$ cat src/rtl/ysyx_25020047_pkg.sv
// Shared definitions for the instruction fetch unit: state encoding,
// the default reset PC and the instruction alignment width.
package ysyx_25020047_pkg;

    // Fetch unit control states, 3-bit encoding
    typedef enum logic [2:0] {
        IFU_IDLE    = 3'd0,
        IFU_REQ     = 3'd1,
        IFU_RESP    = 3'd2,
        IFU_ISSUE   = 3'd3,
        IFU_WAIT_WB = 3'd4,
        IFU_FAULT   = 3'd5
    } ifu_state_e;

    // Architectural PC after reset
    localparam logic [31:0] RESET_PC_DEFAULT = 32'h8000_0000;

    // Number of low address bits that must be zero for a legal instruction address
    localparam int ALIGN_BITS = 2;

endpackage

$ cat src/rtl/ysyx_25020047_ifu.sv
// Multi-cycle instruction fetch unit. Fetches one instruction from
// instruction memory, hands {inst, pc, snpc} to decode, then waits for
// write-back to return the next PC. Memory errors and misaligned next-PC
// values park the unit in a sticky fault state until reset.
module ysyx_25020047_ifu
    import ysyx_25020047_pkg::*;
#(
    parameter logic [31:0] RESET_PC = RESET_PC_DEFAULT,
    parameter int          XLEN     = 32
) (
    input  logic            clk,
    input  logic            rst_n,
    output logic            imem_req_valid,
    output logic [XLEN-1:0] imem_req_addr,
    input  logic            imem_req_ready,
    input  logic            imem_resp_valid,
    input  logic [XLEN-1:0] imem_resp_data,
    input  logic            imem_resp_err,
    output logic            inst_valid,
    input  logic            inst_ready,
    output logic [XLEN-1:0] inst,
    output logic [XLEN-1:0] pc,
    output logic [XLEN-1:0] snpc,
    output logic            wb_ready,
    input  logic            wb_valid,
    input  logic [XLEN-1:0] wb_dnpc,
    output logic            fault,
    output logic [XLEN-1:0] fault_pc,
    output logic [31:0]     fetch_cnt
);

    ifu_state_e      state_q, state_d;
    logic [XLEN-1:0] pc_q, pc_d;
    logic [XLEN-1:0] inst_q, inst_d;
    logic [XLEN-1:0] fault_pc_q, fault_pc_d;
    logic [31:0]     fetch_cnt_q, fetch_cnt_d;
    logic            dnpc_misaligned;

    assign dnpc_misaligned = (wb_dnpc[ALIGN_BITS-1:0] != '0);

    // State and datapath registers, asynchronously cleared to the reset PC
    always_ff @(posedge clk or negedge rst_n) begin
        if (!rst_n) begin
            state_q     <= IFU_IDLE;
            pc_q        <= XLEN'(RESET_PC);
            inst_q      <= '0;
            fault_pc_q  <= '0;
            fetch_cnt_q <= '0;
        end else begin
            state_q     <= state_d;
            pc_q        <= pc_d;
            inst_q      <= inst_d;
            fault_pc_q  <= fault_pc_d;
            fetch_cnt_q <= fetch_cnt_d;
        end
    end

    // Next-state sequencing through request, response, issue and write-back wait
    always_comb begin
        state_d = state_q;
        case (state_q)
            IFU_IDLE:    state_d = IFU_REQ;
            IFU_REQ:     if (imem_req_ready) state_d = IFU_RESP;
            IFU_RESP: begin
                if (imem_resp_valid) begin
                    state_d = imem_resp_err ? IFU_FAULT : IFU_ISSUE;
                end
            end
            IFU_ISSUE:   if (inst_ready) state_d = IFU_WAIT_WB;
            IFU_WAIT_WB: begin
                if (wb_valid) begin
                    state_d = dnpc_misaligned ? IFU_FAULT : IFU_REQ;
                end
            end
            IFU_FAULT:   state_d = IFU_FAULT;
            default:     state_d = IFU_IDLE;
        endcase
    end

    // Datapath updates: capture instruction, redirect PC, record fault address, count issues
    always_comb begin
        pc_d        = pc_q;
        inst_d      = inst_q;
        fault_pc_d  = fault_pc_q;
        fetch_cnt_d = fetch_cnt_q;
        case (state_q)
            IFU_RESP: begin
                if (imem_resp_valid) begin
                    if (imem_resp_err) begin
                        fault_pc_d = pc_q;
                    end else begin
                        inst_d = imem_resp_data;
                    end
                end
            end
            IFU_ISSUE: begin
                if (inst_ready) begin
                    fetch_cnt_d = fetch_cnt_q + 32'd1;
                end
            end
            IFU_WAIT_WB: begin
                if (wb_valid) begin
                    if (dnpc_misaligned) begin
                        fault_pc_d = wb_dnpc;
                    end else begin
                        pc_d = wb_dnpc;
                    end
                end
            end
            default: begin
            end
        endcase
    end

    // Outputs decoded purely from state and registers, no input-to-output paths
    always_comb begin
        imem_req_valid = (state_q == IFU_REQ);
        inst_valid     = (state_q == IFU_ISSUE);
        wb_ready       = (state_q == IFU_WAIT_WB);
        fault          = (state_q == IFU_FAULT);
        imem_req_addr  = pc_q;
        pc             = pc_q;
        snpc           = pc_q + XLEN'(4);
        inst           = inst_q;
        fault_pc       = fault_pc_q;
        fetch_cnt      = fetch_cnt_q;
    end

endmodule
$ cat config.mk
export PLATFORM = sky130hd
export DESIGN_NAME = ysyx_25020047_ifu
export DESIGN_NICKNAME = d
export VERILOG_FILES = /design/src/rtl/ysyx_25020047_pkg.sv /design/src/rtl/ysyx_25020047_ifu.sv
export SDC_FILE = /design/constraint.sdc
export NUM_CORES = 1
export LEC_CHECK = 0
export CAP_MARGIN = 10
export CELL_PAD_IN_SITES_DETAIL_PLACEMENT = 1
export CELL_PAD_IN_SITES_GLOBAL_PLACEMENT = 1
export CORE_MARGIN = 5
export CORE_UTILIZATION = 36
export CTS_CLUSTER_DIAMETER = 50
export DETAILED_ROUTE_END_ITERATION = 10
export PLACE_DENSITY_LB_ADDON = 0.1
export SLEW_MARGIN = 20
export SYNTH_ARGS = -nofsm -noshare
export SYNTH_HDL_FRONTEND = slang
export SYNTH_SLANG_ARGS = --single-unit
$ cat constraint.sdc
create_clock -name clk -period 3 [get_ports clk]
set_input_delay 0.45 -clock clk [delete_from_list [all_inputs] [get_ports clk]]
set_output_delay 0.45 -clock clk [all_outputs]
set_load 0.02 [all_outputs]
==> impl_metrics.toml, run 1 <==
[floorplan]
die_h_um = 144
row_count = 49
io_pins = 267
die_w_um = 144
start_util_pct = 36.2
coreArea_um2 = 17800
die_area_um2 = 20700

[power]
p_int_mw = 6.08
seq_power_share_pct = 31.1
comb_power_share_pct = 45.8
pwr-share-clk_pct = 23.1
p_leak_nw = 4.24
p_per_area_nw_per_um2 = 972
p_sw_mw = 3.48
finalPower_mw = 9.56
peakVddDrop_mv = 0.435
swShare_pct = 36.4

[sta]
post-route-min-period_ns = 2.84
hold_violations = 1
setup_tns_ns = 0
holdWs_ns = -0.000522
rsz0062_at_grt = "false"
setup_viol = 0
max-slew-margin-rel_pct = 48.7
period_share_pct = 94.8
fin_skew_ns = 0.00706
drv_slew = 0
tightestPinTransition_ns = 0.763
fmaxAchievable_mhz = 352

[cts]
cts.sink_count = 131
post_cts_buffers = 0
cts_made_buffers = 17
clkSlewWorstSetupHoldPaths_ns = 0.06
root_buffer = "clkbuf_16"
h-tree-depth = 4
clk_latency_ns = 0.41
tritoncts = "built"
clk_path_buf_depth = 2

[layout]
n_antenna_cell = 0
layout-drive-gt1-share_pct = 24.5
area_delta_synth_final_pct = 52.7
nets = 832
final_cells = 1000

[logic_synthesis]
synth_top_area_share_pct = 50.5
yosysTopAreaCell = "dfrtp_1"
ys_seq_area_share_pct = 50.9
yosys_most_used_dff = "dfrtp_1"
yosysMostFrequentCell = "dfrtp_1"
synth_edf_count = 0
syn-num-nets = 588
ys_ff_latch = 131
synth.top_cells.by_count = "130 x dfrtp_1, 124 x mux2_2, 48 x xnor2_1, 34 x buf_4, 33 x nand3_1"
postSynthCellCount = 515
ys_types = 39
ys_warn_count = 0
synthTopCellsByArea = "dfrtp_1 51%, mux2_2 22%, xnor2_1 6.5%, buf_4 4.0%, nand3_1 2.6%"
netlist_area_um2 = 6440
postSynthAreaPerCell_um2 = 12.5
synthArstFlopShare_pct = 100

[drt]
drt_wl_total_um = 19600
drt-vias-per-instance = 4.99
wl_per_cell_um = 19.6
drt-pass1-iter-count = 4
drt_iter0_markers = 151
vias = 4987
drc_errors = 0
postRouteAntennaNets = 0

[place]
dpl.cell_count = 969
dp_hpwl_um = 14500
place_congestion = 0.777
port_buffers = 266

[outcome]
failed_checks = "hold timing"
outcome = "finished with violations"

[setup_path]
worst-path-max-fanout = 7
cp-start-kind = "register"
r2r-start = "state_q[1]"
reg2regPathDepth = 6
worst-setup-path-type = "register to output port"
r2r_end = "imem_req_addr[10]"
worstPathArrival_ns = 2.39
crit_required_ns = 2.55
crit_start = "imem_req_addr[5]"
regToRegSetupSlack_ns = 0.83
cp-endpoint = "snpc[13]"
worst_setup_path_end_kind = "output port"

[global_routing]
grt_use_total_pct = 19.0
antenna_found_initial = 0
grt-ovfl-total = 0
grt_start_max_net_pins = 71
grt_pass1_wl_um = 30800
grt_pass1_vias = 5568

[worst_hold_path]
hold_path_class = "input pin to async pin"

[flow_run]
drv_cap = 0
## how the worst min path moves through the flow
| stage | depth (start not counted) | startpoint | to | slack, ns |
|---|---|---|---|---|
| finish | 1 | rst_n | fault_pc[11] | -0.0005 |
| global placement | 1 | rst_n | fault_pc[11] | 0.46 |
| global route | 1 | rst_n | imem_req_addr[12] | 0.04 |
| floorplan | 0 | rst_n | fault_pc[0] | 0.15 |
| detailed placement | 1 | rst_n | fault_pc[11] | 0.47 |
| CTS | 1 | rst_n | fault_pc[11] | 0.02 |
## area by class of cell
class,instances,area [um^2]
inverters,8,30.0
repair buffers,276,2760
clock buffers,24,512
flip-flops and latches,131,3280
fillers,1813,7950
clock inverters,7,120
multi-input cells,325,2840
well taps,229,287
## cell families (layout without fill, tap and decap cells)
family	after synthesis	in the layout	share of synthesized area (%)
AOI/OAI and AO/OA	9	9	0.894
xor gates and xnor gates	59	59	8.02
adders and majority gates	2	2	0.389
and+or+nand+nor	128	128	11.9
muxes	127	127	22.2
DFF	131	131	50.9
buffers and inverters	59	315	5.71
## placed cells by master (no fill, tap or decap), types with 5 or more instances in the layout
cell type / netlist / routed
xnor2_1: 48 / 48
clkdlybuf4s50_1: 0 / 246
xor2_1: 11 / 11
mux2_2: 124 / 124
nand4_1: 20 / 20
nand2_1: 16 / 16
and3_1: 7 / 7
buf_4: 34 / 8
dlymetal6s2s_1: 0 / 5
inv_1: 8 / 8
clkbuf_8: 0 / 6
nand3_1: 33 / 30
clkbuf_16: 0 / 17
nor2_1: 17 / 15
and4_1: 5 / 5
dfrtp_1: 130 / 126
dlygate4sd2_1: 0 / 14
## metal layers
metal  up-vias  wire length, um  global-route usage (%)  share of wire [%]
li1       2272                -                       -                  -
met1      2523             7650                    21.9                 39
met2       166            10100                    33.3                 52
met3        26             1470                    6.09                7.5
met4         0              328                    6.49                1.7
met5         -                0                       0                  0
## state kept, by name, summed over array words and instances (netlist names)
register and flops:
fault_pc 32, fetch_cnt 32, imem_req_addr 32, inst 32, state_q 3
## worst max-delay path, stage by stage (launching register included)
cell             delay (ns)
dfrtp_2                0.46
nand4_1                0.18
or2_2                  0.38
nor2_1                 0.15
xnor2_1                0.17
clkdlybuf4s50_1        0.64
## metrics by stage
stage / cell area, um^2 / setup WS, ns / hold slack, ns / utilization (%)
4_1_cts: 9810 / 0.0225 / 0.0226 / 55.2
3_3_place_gp: 9180 / 0.348 / 0.463 / 51.6
5_1_grt: 9830 / 0.00627 / 0.0440 / 55.3
6_report: 9830 / 0.156 / -0.000522 / 55.3
3_5_place_dp: 9180 / 0.266 / 0.466 / 51.6
2_1_floorplan: 6440 / 0.661 / 0.154 / -
## power groups by stage
stage,Sequential (mW),Clock [mW],Combinational (mW)
2_1_floorplan,3.55,0,1.75
3_3_place_gp,2.94,0,4.42
3_5_place_dp,3.00,0,4.48
4_1_cts,2.98,2.25,4.46
5_1_grt,3.08,2.33,4.62
6_report,2.97,2.20,4.38
## what timing repair did
item / CTS / global route
setup endpoints to repair: 18 / 7
pin swaps: 0 / 0
hold buffers: 0 / 0
gates resized for setup: 19 / 9
endpoints found under the hold margin: 0 / 0
(Power assumes the default switching activity.)
==> inputs of run 2 (changes only) <==
- ABC_AREA: default -> 1
- CORE_UTILIZATION: 36 -> 34
- RECOVER_POWER: default -> 25
==> impl_metrics.toml, run 2 <==
[outcome]
outcome = "finished with violations"
failed_checks = "capacitance limit, slew limit"

[setup_path]
regToRegSetupSlack_ns = 0.77
path_cells = "nand2_2 > nor2_1 > nand2_1 > nor2_1 > nand2_1 > xor2_1 > clkdlybuf4s50_1"
cp-start-kind = "register"
r2r-start = "state_q[1]"
worst-setup-path-type = "register to output port"
worst_setup_path_end_kind = "output port"
worstPathArrival_ns = 2.48
reg2regPathDepth = 8
crit_slowest_cell = "clkdlybuf4s50_1"
crit_start = "imem_req_addr[6]"
slowest_delay_ns = 0.67
worst-path-max-fanout = 7
crit_required_ns = 2.55

[sta]
fmaxAchievable_mhz = 341
setup_viol = 0
post-route-min-period_ns = 2.93
rsz0062_at_grt = "true"
setup_tns_ns = 0
tightestPinTransition_ns = 1.69
fin_skew_ns = 0.0107
max-slew-margin-rel_pct = -12.7
hold_violations = 0
timing.final.ws_setup_ns = 0.0702
period_share_pct = 97.7
holdWs_ns = 0.470
drv_slew = 61

[layout]
layout_common_cells = "317 x nand2_1, 256 x clkdlybuf4s50_1, 124 x dfrtp_1, 93 x inv_1, 68 x nor2_1"
fillers = 2466
area_delta_synth_final_pct = 49.0
final_common_cell = "nand2_1"
nets = 1236
n_antenna_cell = 0
fin_util_pct = 51.4
layout-drive-gt1-share_pct = 6.38

[floorplan]
die_area_um2 = 23500
io_pins = 267
die_w_um = 153
row_count = 52
start_util_pct = 34.5
die_h_um = 153
coreArea_um2 = 20200

[drt]
drt-vias-per-instance = 4.72
postRouteAntennaNets = 0
wl_per_cell_um = 16.6
drt_wl_total_um = 24000
drt-pass1-iter-count = 4
drt_iter0_markers = 278
vias = 6831
drc_errors = 0

[worst_hold_path]
hold_path_class = "input pin to async pin"

[place]
place_congestion = 0.910
port_buffers = 266
pre_cts_slack_ns = 0.302
dp_hpwl_um = 18400

[cts]
tritoncts = "built"
clk_path_buf_depth = 2
holdBufCountCts = 0
cts_made_buffers = 17
h-tree-depth = 4
root_buffer = "clkbuf_16"
cts.sink_count = 131
clk_latency_ns = 0.41
clkSlewWorstSetupHoldPaths_ns = 0.06

[logic_synthesis]
syn-num-nets = 998
yosysMostFrequentCell = "nand2_1"
yosysTopAreaCell = "dfrtp_1"
synth.top_cells.by_count = "318 x nand2_1, 130 x dfrtp_1, 93 x inv_1, 68 x nor2_1, 66 x o21ai_0"
ys_warn_count = 0
ys_ff_latch = 131
ys_types = 29
synth_top_area_share_pct = 46.6
postSynthCellCount = 925
postSynthAreaPerCell_um2 = 7.55
ys_seq_area_share_pct = 47.0
synthTopCellsByArea = "dfrtp_1 47%, nand2_1 17%, inv_1 5.0%, o21ai_0 4.7%, buf_4 3.9%"
netlist_area_um2 = 6980
yosys_most_used_dff = "dfrtp_1"
synthArstFlopShare_pct = 100
synth_edf_count = 0

[power]
peakVddDrop_mv = 0.528
finalPower_mw = 10.5
p_leak_nw = 4.77
p_per_area_nw_per_um2 = 1010

[global_routing]
grt_start_max_net_pins = 65
antenna_found_initial = 3
grt_use_total_pct = 20.2
grt-ovfl-total = 0
grt_pass1_wl_um = 38400
grt_pass1_vias = 6874

[flow_run]
drv_cap = 1
run 2: layer usage:
metal	wire length, um	up-vias	global-route usage (%)	part of all wire (%)
li1	-	3347	-	-
met2	11400	183	33.3	48
met1	10500	3268	26.2	44
met5	31	-	0	0.13
met4	330	6	4.67	1.4
met3	1690	27	5.97	7.0
run 2: timing repair:
item,in CTS,in global routing
setup buffers,1,2
resized for setup,10,10
pin swaps,1,2
endpoints found under the hold margin,0,0
setup endpoints to repair,12,12
run 2: report_power, final:
group	internal (mW)	switching [mW]
Combinational	2.30	2.91
Clock	1.42	0.818
Sequential	2.37	0.672
Total	6.09	4.40
run 2: per-stage QoR:
step	instances	instance area (um^2)
final	1446	10400
after global routing	1446	10400
after detailed placement	1411	9730
after CTS	1444	10400
after floorplan	925	6980
after global placement	1411	9730
run 2: kinds of logic (layout without fill, tap and decap cells):
family          after synthesis  in the layout  share of synthesized area [%]
simple gates                488            488                           29.5
buf+inv                     161            412                           10.8
flops                       131            131                           47.0
compound gates              105            105                           7.60
xor+xnor                     38             38                           4.77
fa+ha+maj                     2              2                          0.358
run 2: worst max-delay path: cells and delay by family (launching register included):
| family | cells | cell delay (ns) |
|---|---|---|
| simple gates | 5 | 0.77 |
| buf+inv | 1 | 0.67 |
| flops | 1 | 0.48 |
| xor+xnor | 1 | 0.14 |
run 2: worst paths after layout:
path,to
min,imem_req_addr[12]
max in group asynchronous,imem_req_addr[4]
min reg2reg,inst[22]
max,snpc[27]
max reg2reg,fault_pc[30]
min in group clk,inst[22]
run 2: area by class of cell:
| cell class | instances | area [um^2] | share of cell area [%] |
|---|---|---|---|
| Sequential cell | 131 | 3290 | 31.6 |
| Inverter | 96 | 360 | 3.46 |
| Multi-Input combinational cell | 633 | 2980 | 28.6 |
| Tap cell | 270 | 338 | 3.25 |
| Timing Repair Buffer | 284 | 2810 | 27.0 |
| Clock inverter | 12 | 181 | 1.74 |
| Clock buffer | 20 | 447 | 4.29 |
==> inputs of run 3 (changes only) <==
- ABC_AREA: 1 -> 0
- CORE_UTILIZATION: 34 -> 36
==> impl_metrics.toml, run 3 (synthesis results as in run 1) <==
[outcome]
outcome = "finished with violations"
failed_checks = "capacitance limit, slew limit"

[layout]
fin_util_pct = 55.2
multiInputGateArea_um2 = 2840
area_delta_synth_final_pct = 52.4
fillers = 1814
layout-drive-gt1-share_pct = 24.5
nets = 832
n_antenna_cell = 0
layout_common_cells = "246 x clkdlybuf4s50_1, 126 x dfrtp_1, 124 x mux2_2, 48 x xnor2_1, 30 x nand3_1"
seqCellArea_um2 = 3280
final_common_cell = "clkdlybuf4s50_1"

[setup_path]
slowest_delay_ns = 0.64
path_cells = "nand4_1 > or2_2 > nor2_1 > xnor2_1 > clkdlybuf4s50_1"
worst-path-max-fanout = 7
worst_setup_path_end_kind = "output port"
worst-setup-path-type = "register to output port"
cp-start-kind = "register"
worstPathArrival_ns = 2.39
regToRegSetupSlack_ns = 0.83
crit_required_ns = 2.55
crit_slowest_cell = "clkdlybuf4s50_1"

[sta]
rsz0062_at_grt = "false"
setup_viol = 0
holdWs_ns = 0.415
tightestPinTransition_ns = 1.59
max-slew-margin-rel_pct = -6.15
post-route-min-period_ns = 2.84
fin_skew_ns = 0.00608
hold_violations = 0
fmaxAchievable_mhz = 352
setup_tns_ns = 0
drv_slew = 63
period_share_pct = 94.7

[drt]
drt_wl_total_um = 19600
drt_iter0_markers = 143
drt-pass1-iter-count = 4
vias = 4989
routed-wl-met2_um = 10200
drt-vias-per-instance = 4.99
wl_per_cell_um = 19.6
postRouteAntennaNets = 0
wl_met1_um = 7670
drc_errors = 0
dr_wl_met3_um = 1440
routed.top_layer = "met4"

[cts]
clk_latency_ns = 0.41
h-tree-depth = 4
clkSlewWorstSetupHoldPaths_ns = 0.06
cts.sink_count = 131
clk_path_buf_depth = 2
tritoncts = "built"
holdBufCountCts = 0
cts_made_buffers = 17
post_cts_buffers = 0
root_buffer = "clkbuf_16"

[floorplan]
coreArea_um2 = 17800
die_w_um = 144
io_pins = 267
die_area_um2 = 20700
die_h_um = 144
start_util_pct = 36.2
row_count = 49

[flow_run]
drv_cap = 1

[worst_hold_path]
hold_path_class = "input pin to async pin"

[global_routing]
grt_pass1_wl_um = 30800
grt-ovfl-total = 0
grt_start_max_net_pins = 71
grt_pass1_vias = 5568
grt_use_total_pct = 19.0
antenna_found_initial = 0

[place]
place_congestion = 0.777
dp_hpwl_um = 14500
port_buffers = 266

[power]
p_per_area_nw_per_um2 = 973
finalPower_mw = 9.55
peakVddDrop_mv = 0.435
p_leak_nw = 4.24
-- run 3: changes by cell type in the layout (fill, tap and decap cells not counted), sizes merged, moves of 30 or more --
cell	previous run	this run
inv	96	8
mux2	0	127
nand2	318	16
nor2	75	18
o21ai	102	3
xnor2	18	48
-- run 3: power breakdown --
| group | internal [mW] | switching [mW] |
|---|---|---|
| sequential | 2.36 | 0.612 |
| clock | 1.44 | 0.764 |
| combinational | 2.28 | 2.10 |
-- run 3: worst paths after layout --
kind	startpoint	to	depth (start not counted)
setup / recovery	imem_req_addr[5]	snpc[13]	5
hold / removal	rst_n	fault_pc[11]	1
setup reg to reg	state_q[1]	imem_req_addr[10]	6
hold reg to reg	fetch_cnt[31]	fetch_cnt[31]	1
max in group asynchronous	rst_n	imem_req_addr[5]	2
min in group clk	fetch_cnt[31]	fetch_cnt[31]	1
-- run 3: layout make-up --
class                   instances  share of cell area (%)
repair buffers                276                    27.9
multi-input cells             325                    28.9
inverters                       8                   0.306
clock inverters                 7                    1.22
clock buffers                  24                    5.21
well taps                     229                    2.92
flip-flops and latches        131                    33.5
-- run 3: timing repair --
action	in CTS	in global routing
gates cloned	0	0
endpoints found under the setup margin	18	7
resized for setup	19	9
-- run 3: through the flow --
stage	instances	area (um^2)	setup slack, ns
floorplan	515	6440	0.661
global placement	969	9180	0.348
detailed placement	969	9180	0.266
CTS	1000	9810	0.0225
global route	1000	9810	0.00627
finish	1000	9810	0.159
-- run 3: layer usage --
layer  up-vias  GRT usage (%)
li1       2277              -
met1      2518           21.9
met2       170           33.3
met3        24           6.09
met4         0           6.49
met5         -              0
-- run 3: worst max-delay path: cells and delay by family, from the launching register on --
| kind | cells | cell delay, ns |
|---|---|---|
| and+or+nand+nor | 3 | 0.71 |
| buffers and inverters | 1 | 0.64 |
| DFF | 1 | 0.45 |
| xor gates and xnor gates | 1 | 0.17 |
